### config.mk
export PLATFORM = sky130hd
export DESIGN_NAME = alu_seq_ctrl
export DESIGN_NICKNAME = d
export VERILOG_FILES = /design/src/rtl/alu_pkg.sv /design/src/rtl/alu.sv /design/src/rtl/alu_seq_ctrl.sv
export SDC_FILE = /design/constraint.sdc
export NUM_CORES = 2
export LEC_CHECK = 0
export ABC_AREA = 1
export CORE_ASPECT_RATIO = 1.25
export CORE_MARGIN = 2
export CORE_UTILIZATION = 50
export DETAILED_ROUTE_END_ITERATION = 6
export PLACE_DENSITY = 0.66
export SYNTH_ARGS = -nofsm -noshare
export SYNTH_HDL_FRONTEND = slang
export SYNTH_HIERARCHICAL = 1
export SYNTH_SLANG_ARGS = --single-unit
### constraint.sdc
create_clock -name clk -period 103.9 [get_ports clk]
set_input_delay 15.585 -clock clk [delete_from_list [all_inputs] [get_ports clk]]
set_output_delay 15.585 -clock clk [all_outputs]
set_load 0.02 [all_outputs]
### src/rtl/alu_pkg.sv
// Shared ALU definitions: ctrl codes, sequencer state encoding, error codes.
// No logic of its own; imported by the ALU and its sequencer.
// Provides is_legal_ctrl() so both sides agree on the accepted op set.
package alu_pkg;

    localparam logic [3:0] ALU_NOP   = 4'h0;
    localparam logic [3:0] ALU_ADD   = 4'h1;
    localparam logic [3:0] ALU_SUB   = 4'h2;
    localparam logic [3:0] ALU_MUL   = 4'h4;
    localparam logic [3:0] ALU_DIV   = 4'h8;
    localparam logic [3:0] ALU_ANDI  = 4'hC;
    localparam logic [3:0] ALU_ORI   = 4'hE;
    localparam logic [3:0] ALU_ADDNF = 4'hF;

    localparam logic [1:0] ERR_NONE    = 2'b00;
    localparam logic [1:0] ERR_DIV0    = 2'b01;
    localparam logic [1:0] ERR_ILLEGAL = 2'b10;

    typedef enum logic [2:0] {
        S_IDLE,
        S_EXEC,
        S_WB_MAIN,
        S_WB_R0,
        S_ERR
    } seq_state_t;

    function automatic logic is_legal_ctrl(input logic [3:0] ctrl);
        case (ctrl)
            ALU_ADD, ALU_SUB, ALU_MUL, ALU_DIV,
            ALU_ANDI, ALU_ORI, ALU_ADDNF: is_legal_ctrl = 1'b1;
            default:                      is_legal_ctrl = 1'b0;
        endcase
    endfunction

endpackage

### src/rtl/alu.sv
// 16-bit signed ALU: add/sub/mul/div/and/or; r0 carries MUL high word or DIV remainder.
// Latency: combinational; the sequencer holds inputs for the op's EXEC window.
// Backpressure: none; ctrl NOP (4'h0) produces zeros and no flag.
module alu
    import alu_pkg::*;
#(
    parameter int DW = 16
) (
    input  logic [3:0]    ctrl,
    input  logic [DW-1:0] in1,
    input  logic [DW-1:0] in2,
    output logic [DW-1:0] out,
    output logic [DW-1:0] r0,
    output logic          overflow_flag
);

    logic signed [DW:0]     a_ext;
    logic signed [DW:0]     b_ext;
    logic signed [DW:0]     b_div;
    logic signed [DW:0]     sum_ext;
    logic signed [DW:0]     dif_ext;
    logic signed [DW:0]     quo_ext;
    logic signed [DW-1:0]   in2_div;
    logic signed [DW-1:0]   rem;
    logic [2*DW-1:0]        prod;

    always_comb begin
        a_ext   = {in1[DW-1], in1};
        b_ext   = {in2[DW-1], in2};
        // Division by zero never reaches here from the sequencer; guard keeps sim clean.
        in2_div = (in2 == '0) ? DW'(1) : $signed(in2);
        b_div   = {in2_div[DW-1], in2_div};
        sum_ext = a_ext + b_ext;
        dif_ext = a_ext - b_ext;
        quo_ext = a_ext / b_div;
        rem     = $signed(in1) % in2_div;
        prod    = {{DW{in1[DW-1]}}, in1} * {{DW{in2[DW-1]}}, in2};

        out           = '0;
        r0            = '0;
        overflow_flag = 1'b0;
        case (ctrl)
            ALU_ADD: begin
                out           = sum_ext[DW-1:0];
                overflow_flag = sum_ext[DW] ^ sum_ext[DW-1];
            end
            ALU_SUB: begin
                out           = dif_ext[DW-1:0];
                overflow_flag = dif_ext[DW] ^ dif_ext[DW-1];
            end
            ALU_MUL: begin
                out           = prod[DW-1:0];
                r0            = prod[2*DW-1:DW];
                overflow_flag = !((&prod[2*DW-1:DW-1]) || !(|prod[2*DW-1:DW-1]));
            end
            ALU_DIV: begin
                out           = quo_ext[DW-1:0];
                r0            = rem;
                overflow_flag = quo_ext[DW] ^ quo_ext[DW-1];
            end
            ALU_ANDI:  out = in1 & in2;
            ALU_ORI:   out = in1 | in2;
            ALU_ADDNF: out = sum_ext[DW-1:0];
            default: ;
        endcase
    end

endmodule

### src/rtl/alu_seq_ctrl.sv
// Multi-cycle sequencer: one op at a time into the ALU, then 1-2 register-file writeback beats.
// Latency: writeback beat sampled LAT+1 edges after accept (LAT=MUL_LAT/DIV_LAT/1).
// Backpressure: req_ready only in IDLE; wb beats held stable until wb_ready.
module alu_seq_ctrl
    import alu_pkg::*;
#(
    parameter int DW      = 16,
    parameter int AW      = 4,
    parameter int MUL_LAT = 2,
    parameter int DIV_LAT = 4
) (
    input  logic          clk,
    input  logic          rst_n,
    input  logic          req_valid,
    output logic          req_ready,
    input  logic [3:0]    req_ctrl,
    input  logic [DW-1:0] req_a,
    input  logic [DW-1:0] req_b,
    input  logic [AW-1:0] req_rd,
    output logic          wb_valid,
    input  logic          wb_ready,
    output logic [AW-1:0] wb_addr,
    output logic [DW-1:0] wb_data,
    output logic          wb_ovf,
    output logic          err_valid,
    output logic [1:0]    err_code,
    output logic          ovf_sticky,
    input  logic          clr_status,
    output logic          busy
);

    localparam int MAX_LAT = (MUL_LAT > DIV_LAT) ? MUL_LAT : DIV_LAT;
    localparam int CW      = $clog2(MAX_LAT + 1);

    seq_state_t    state, state_nxt;
    logic [CW-1:0] cnt, cnt_init;
    logic [3:0]    op_ctrl;
    logic [DW-1:0] op_a, op_b;
    logic [AW-1:0] op_rd;
    logic [DW-1:0] res_out, res_r0;
    logic          res_ovf;

    logic [3:0]    alu_ctrl;
    logic [DW-1:0] alu_out, alu_r0;
    logic          alu_ovf;

    logic accept, req_div0, req_illegal, capture, two_beat;

    assign accept      = req_valid && (state == S_IDLE);
    assign req_div0    = (req_ctrl == ALU_DIV) && (req_b == '0);
    assign req_illegal = !is_legal_ctrl(req_ctrl);
    assign capture     = (state == S_EXEC) && (cnt == CW'(1));
    assign two_beat    = (op_ctrl == ALU_MUL) || (op_ctrl == ALU_DIV);
    // Outside EXEC the ALU sees NOP, so a rejected DIV-by-zero is never presented.
    assign alu_ctrl    = (state == S_EXEC) ? op_ctrl : ALU_NOP;

    always_comb begin
        case (req_ctrl)
            ALU_MUL: cnt_init = CW'(MUL_LAT);
            ALU_DIV: cnt_init = CW'(DIV_LAT);
            default: cnt_init = CW'(1);
        endcase
    end

    alu #(.DW(DW)) u_alu (
        .ctrl          (alu_ctrl),
        .in1           (op_a),
        .in2           (op_b),
        .out           (alu_out),
        .r0            (alu_r0),
        .overflow_flag (alu_ovf)
    );

    always_ff @(posedge clk or negedge rst_n) begin
        if (!rst_n) state <= S_IDLE;
        else        state <= state_nxt;
    end

    always_comb begin
        state_nxt = state;
        req_ready = 1'b0;
        busy      = 1'b1;
        wb_valid  = 1'b0;
        wb_addr   = '0;
        wb_data   = '0;
        wb_ovf    = 1'b0;
        err_valid = 1'b0;
        case (state)
            S_IDLE: begin
                req_ready = 1'b1;
                busy      = 1'b0;
                if (accept) state_nxt = (req_div0 || req_illegal) ? S_ERR : S_EXEC;
            end
            S_EXEC: if (cnt == CW'(1)) state_nxt = S_WB_MAIN;
            S_WB_MAIN: begin
                wb_valid = 1'b1;
                wb_addr  = op_rd;
                wb_data  = res_out;
                wb_ovf   = res_ovf;
                if (wb_ready) state_nxt = two_beat ? S_WB_R0 : S_IDLE;
            end
            S_WB_R0: begin
                wb_valid = 1'b1;
                wb_data  = res_r0;
                if (wb_ready) state_nxt = S_IDLE;
            end
            S_ERR: begin
                err_valid = 1'b1;
                state_nxt = S_IDLE;
            end
            default: state_nxt = S_IDLE;
        endcase
    end

    always_ff @(posedge clk or negedge rst_n) begin
        if (!rst_n) begin
            cnt        <= '0;
            op_ctrl    <= ALU_NOP;
            op_a       <= '0;
            op_b       <= '0;
            op_rd      <= '0;
            res_out    <= '0;
            res_r0     <= '0;
            res_ovf    <= 1'b0;
            err_code   <= ERR_NONE;
            ovf_sticky <= 1'b0;
        end else begin
            if (accept) begin
                op_ctrl <= req_ctrl;
                op_a    <= req_a;
                op_b    <= req_b;
                op_rd   <= req_rd;
                cnt     <= cnt_init;
            end else if (state == S_EXEC) begin
                cnt <= cnt - CW'(1);
            end
            if (capture) begin
                res_out <= alu_out;
                res_r0  <= alu_r0;
                res_ovf <= alu_ovf;
            end
            // A new error or a fresh overflow takes priority over a same-cycle clear.
            if (accept && req_illegal)   err_code <= ERR_ILLEGAL;
            else if (accept && req_div0) err_code <= ERR_DIV0;
            else if (clr_status)         err_code <= ERR_NONE;
            if (capture && alu_ovf)      ovf_sticky <= 1'b1;
            else if (clr_status)         ovf_sticky <= 1'b0;
        end
    end

endmodule

# [Word level (Yosys, flattened, before mapping)]
# Cells that the tools add are included.
[totals] register_bits=82 input_bits=45 elab_cells=99
[classes] add_sub_neg=3 multipliers=1 div_mod_pow=2 n_eq_ne=25 mux=28 bitwise_logic=5 reduce_logical=24
[ops] cell="16-bit one-hot mux with 6 select lines" count=1
[ops] cell="16-bit one-hot mux with 2 select lines" count=2
[ops] cell="4-bit == test, second input constant" count=9
[ops] cell="16-bit zero test" count=2
[ops] cell="16-bit by 16-bit multiplier with 32-bit output" count=1
[ops] cell="3-bit two-way mux" count=7
[ops] cell="16-bit by 16-bit adder with 17-bit output" count=1
[ops] cell="17-bit by 17-bit divider with 17-bit output" count=1
[ops] cell="17-bit AND reduction" count=1
[ops] cell="17-bit OR reduction" count=1
[ops] cell="16-bit by 16-bit subtractor with 17-bit output" count=1
[ops] cell="16-bit AND" count=1
[ops] cell="16-bit by 16-bit remainder unit with 16-bit output" count=1
[ops] cell="16-bit two-way mux" count=1
[ops] cell="16-bit OR" count=1
[ops] cell="4-bit by 3-bit == test with 1-bit output, second input constant" count=3
[ops] cell="3-bit one-hot mux with 4 select lines" count=1
[ops] cell="4-bit by 1-bit == test with 1-bit output, second input constant" count=2
[ops] cell="4-bit by 2-bit == test with 1-bit output, second input constant" count=2
[ops] cell="1-bit two-way mux" count=8
[ops] cell="2-bit two-way mux" count=4
[ops] cell="4-bit two-way mux" count=2
[ops] cell="7-bit OR reduction" count=1
[ops] cell="3-bit by 1-bit == test with 1-bit output, second input constant" count=2
[ops] cell="16 further kinds" count=32

# [Longest topological paths before layout]
[logic_depth] depth_word=8 ltp_mapped=271

# [Hierarchy]
# The synthesis kept the hierarchy.
[modules_own_cells] module="alu" instances=1 cells_per_inst=4254 area_per_inst_um2=27956.8 seq_area_each_um2=0.0
[modules_own_cells] module="alu_seq_ctrl" instances=1 cells_per_inst=449 area_per_inst_um2=3623.5 seq_area_each_um2=2052.0

# [Least setup slack after synthesis]
# OpenSTA, ideal clock, no wires.
[synth_timing] path_kind="reg-to-reg" startpoint="register op_b[1]" endpoint="register ovf_sticky" setup_ns=0.126 t_arrival_ns=32.336 t_required_ns=103.774 path_slack_ns=71.438 path_stages_with_launch=258 synth_period_minus_slack_ns=32.462 path_cell_list="dfrtp_1 -> buf_4 -> nor2_1 -> nand2_1 -> nor2_4 -> nand2_4 -> nand2_1 -> inv_1 -> ha_1 -> o21ai_0 -> nand2_1 -> inv_1 -> nor2_1 -> nand2_1 -> nor3_1 -> nand3_1 -> nor2_1 -> ha_1 -> [222 not listed] -> o31ai_1 -> o311ai_0 -> nand2_1 -> nand4_1 -> inv_1 -> ha_1 -> nand3_1 -> nor2_1 -> nand2_1 -> nor2_1 -> nand3_1 -> nor2_1 -> or3_1 -> nand2_1 -> nand2_1 -> nand3_1 -> nand2_1 -> o21ai_0"
[synth_between] elab_chain_len=8 word_cells_on_any_way=18 classes_between="2 x add/sub; 1 x mul; 1 x div; 3 x mux; 3 x bitwise; 8 x reduce/logical"
[synth_rtl] item="from (decl)" line="alu_seq_ctrl.sv:38" text="logic [DW-1:0] op_a, op_b;"
[synth_rtl] item="from (signal assigned)" line="alu_seq_ctrl.sv:131" text="op_b <= req_b;"
[synth_rtl] item="branches (longest 5 deep; another with 17-bit by 17-bit divider with 17-bit output)"
[synth_rtl] item="1-bit one-hot mux with 4 select lines (*)" line="alu.sv:42" text="case (ctrl)"
[synth_rtl] item="named net alu_ovf" line="alu_seq_ctrl.sv:45" text="logic alu_ovf;"
[synth_rtl] item="1-bit logical AND (*)" line="alu_seq_ctrl.sv:146" text="if (capture && alu_ovf) ovf_sticky <= 1'b1;"
[synth_rtl] item="1-bit two-way mux / 2-bit nonzero test (equally long branches)"
[synth_rtl] item="to (signal assigned)" line="alu_seq_ctrl.sv:126" text="ovf_sticky <= 1'b0;"
[synth_rtl] item="to (signal assigned)" line="alu_seq_ctrl.sv:146"
[synth_rtl] item="to (signal assigned)" line="alu_seq_ctrl.sv:147" text="else if (clr_status) ovf_sticky <= 1'b0;"
[synth_rtl] item="to (decl)" line="alu_seq_ctrl.sv:27" text="output logic ovf_sticky,"
# Mark *: on every way through the listed nets, which the timed path passes.
# A chain may end at the register's enable or synchronous reset.

# [Worst setup path after layout]
[layout_timing] startpoint="register op_b[14]" endpoint="register res_out[14]"
[layout_between] elab_chain_len=4 word_cells_on_any_way=9 classes_between="2 x add/sub; 1 x mul; 1 x div; 2 x mux; 2 x bitwise; 1 x reduce/logical"
[layout_rtl] item="16-bit zero test" line="alu.sv:31" text="in2_div = (in2 == '0) ? DW'(1) : $signed(in2);"
[layout_rtl] item="16-bit two-way mux" line="alu.sv:31"
[layout_rtl] item="17-bit by 17-bit divider with 17-bit output" line="alu.sv:35" text="quo_ext = a_ext / b_div;"
[layout_rtl] item="16-bit one-hot mux with 6 select lines (*)" line="alu.sv:42"
[layout_rtl] item="named net alu_out[14]" line="alu_seq_ctrl.sv:44" text="logic [DW-1:0] alu_out, alu_r0;"
[layout_rtl] item="to (signal assigned)" line="alu_seq_ctrl.sv:138" text="res_out <= alu_out;"
[layout_rtl] item="to (decl)" line="alu_seq_ctrl.sv:40" text="logic [DW-1:0] res_out, res_r0;"
# The timed path passes the listed nets; every way through them passes the cells marked *.

==> results.md <==
- The number of buffers inserted by port buffering is 72.
- The die is 229 µm wide.
- The number of vias after detailed routing is 30100.
- For this run, the total global-route usage over all layers was measured as 31.5%.
- The number of distinct library cells after synthesis is 74.
- The final layout contains routed wiring with a total length of 102 mm.
- The startpoint identified for the worst register-to-register timing path is op_b[14].
- The count of fill cells added during filler insertion is 6522.
- The net count reported at finish is 5440.
- The actual slew at the worst max-slew pin is 0.918 ns.
- The weighted congestion reported at the end of routability-driven placement is 1.01.
- After legalization and detailed placement, the total HPWL measured 82.0 mm.
- The number of clock sinks is 82.
- The first global-routing pass estimated 161 mm of wire.
- The post-synthesis sequential element count is 82.
- The die covers 65200 µm².
- In this run, synthesis inferred 0 flip-flops with an integrated enable.
- Summing every instance area after synthesis gives 31600 µm².
- The max-slew violation total from the final report was 0.
- The first routing iteration left 2032 violations.
- The H-tree generated during clock tree synthesis spans 3 levels.
- The total setup violations reported at the end of the flow is 0.
- For the worst setup path, the data arrival time is 39.80 ns.
- The total area inside the core boundary comes to 62900 µm².
- After layout, the worst path uses 38.0% of the clock period.
- In the final layout, the share of cells above drive strength 1 is 7.83%.
- The source of the worst hold timing path is err_code[1].
- After clock tree synthesis, the clock-pin slew on the worst setup and hold paths is 0.09 ns.
- The worst setup path is captured at a flip-flop.
- Setup slack on the worst reg-to-reg path comes out at 64.37 ns.
- The remaining antenna violation count after routing is 0.
- The critical path buffer and inverter count is 35.
- The launch point of the worst path is op_b[14].
- For this run, the number of Yosys warnings is 6.
- The number of cells on the worst reg-to-reg path is 251.
- Post-CTS repair changed the size of 0 cells.
- The slowest library cell on the worst path is dfrtp_1.
- 73 I/O pins were placed.
- The endpoint of the worst hold-timing path is err_code[1].
- The share of async-settable or async-resettable flops after synthesis is 100%.
- The count of cells along the worst hold path is 2.
- The number of global-route vias before repair is 30000.
- The detailed-routing iteration count for the pre-antenna-repair pass is 6.
- The layout overhead on the synthesized area is 5.68%.
- Clock latency on the worst-skew pair, taken at its later pin, is 0.38 ns.
- The total CTS buffers is 9.
- Leaving out fill and tap cells, the most frequent cell in the layout is nand2_1.
- Summed over all failing endpoints, the final setup total negative slack is 0 ns.
- After detailed routing, the number of remaining DRC violations is 0.
- The main flop type after synthesis is dfrtp_1.
- The routed length per placed instance is 18.4 µm.
- The total grt overflow is 0.
- In the synthesized netlist, the number of instances is 4703.
- The net count of the mapped netlist is 5437.
- Once the floorplan was initialized, standard cells occupied 50.2% of the core.
- The highest fanout seen on the critical path is 28.
- TritonCTS built the clock tree.
- The top cell types in the final layout, fill and taps aside, are nand2_1 (1255), inv_1 (841), ha_1 (424), fa_1 (265), nor2_1 (242).
- A synthesized cell averages 6.71 µm².
- The count of endpoints failing hold in the final timing report is 0.
- For this run, the top clock speed supported by timing is 25.3 MHz.
- The run finished with clean final reports.
- In this design, the largest share of critical-path delay is due to compound AO/OA/AOI/OAI gates.
- The largest single stage delay on the critical path is 0.83 ns.
- The initial antenna violation count is 1.
- The post-CTS setup buffer count is 0.
- The floorplan has 103 rows.
- Setup repair after global routing left no endpoint under its margin.
- The max-cap check violation count is 0.
- The terminus of the critical flop-to-flop path is res_out[14].
- On the final layout, the worst clock skew is 0.0226 ns.
- The worst endpoint required time is 104.17 ns.
- The cell sitting at the root of the clock tree is a clkbuf_16.
- Counting along the longest clock path gives a buffer depth of 2.
- The type of origin of the critical path is a flip-flop.
- The number of hold buffers added after CTS was 0.
- The cell that appears most often on the critical path is nand2_1.
- In the routed layout, each cell is associated on average with a via count of 5.43.
- The tightest min-delay check is of the reg -> reg type.
- The sequential share of the synthesized area is 6.50%.
- The minimum clock period is 39.53 ns.
- The y dimension of the die is 285 µm.
- Entering global routing, the biggest net connects 51 pins.
- The worst slew margin relative to its limit is 38.8%.
- The start-to-end type of the worst setup path is reg -> reg.
-- cells in the mapped netlist (all sizes together) (32+ instances only) --
master	instances	area (µm²)
nand2	1322	5190
inv	874	3280
ha	424	5310
o21ai	290	1600
nor2	272	1200
fa	265	5310
nand3	264	1530
a21oi	224	1160
xor2	111	980
xnor2	85	744
dfrtp	82	2050
buf	74	474
or2	65	407
clkbuf	54	204
nor3	43	246
o21bai	39	304
nand4	35	249
a21o	32	240
-- cell type report --
class	instances	area (µm²)	share of cell area, %
multi-input combinational	3611	25500	76.5
inverter	882	3320	9.96
sequential	82	2050	6.15
timing repair buffer	120	1080	3.23
tap	840	1050	3.15
clock buffer	9	225	0.675
clock inverter	7	108	0.322
antenna	1	2.50	0.00750
-- worst min-delay path, cell delays in order, from the launching register on --
cell and delay [ns]:
dfrtp_1 0.35, nand2_1 0.05, nand2_1 0.05
-- metal layers --
layer  up-vias  wire length (µm)  global-route usage, %  share of wire [%]
met4         0              5840                   15.9                5.7
met1     14200             40800                   36.7                 40
li1      14800                 -                      -                  -
met5         -                 0                      0                  0
met2       866             51100                   57.5                 50
met3       246              4610                   3.01                4.5
-- cells by family after synthesis --
kind of cell	after synthesis	synth area share, %
buf+inv	1010	12.7
xor+xnor	196	5.46
flops	82	6.50
other cells	2	0.0238
simple gates	2037	28.7
compound gates	685	13.0
fa+ha+maj	689	33.6
mux	2	0.0634
-- flip-flops by register name, summed over array words and instances, names as in the netlist --
name,count
ovf_sticky,1
cnt,3
op_ctrl,4
op_rd,4
res_out,16
state,3
err_code,2
op_a,16
op_b,16
res_ovf,1
res_r0,16
-- stage by stage --
| step | utilization, % | area [µm²] | hold WS [ns] | worst slack (ns) | cells |
|---|---|---|---|---|---|
| 2_1_floorplan | - | 31600 | 0.449 | 71.44 | 4703 |
| 5_1_grt | 53.1 | 33400 | 0.515 | 59.81 | 5551 |
| 6_report | 53.1 | 33400 | 0.482 | 64.37 | 5552 |
| 3_3_place_gp | 52.5 | 33000 | 0.468 | 66.01 | 5535 |
| 3_5_place_dp | 52.5 | 33000 | 0.466 | 64.90 | 5535 |
| 4_1_cts | 53.1 | 33400 | 0.486 | 64.78 | 5551 |
-- worst max-delay path by stage --
stage,cells past startpoint,to
floorplan,257,ovf_sticky
global placement,251,res_out[14]
detailed placement,251,res_out[14]
CTS,251,res_out[14]
global route,251,res_out[14]
finish,251,res_out[14]
Power is not shown: default switching activity piles up to over one toggle a cycle in this logic, so the estimate is an artifact.
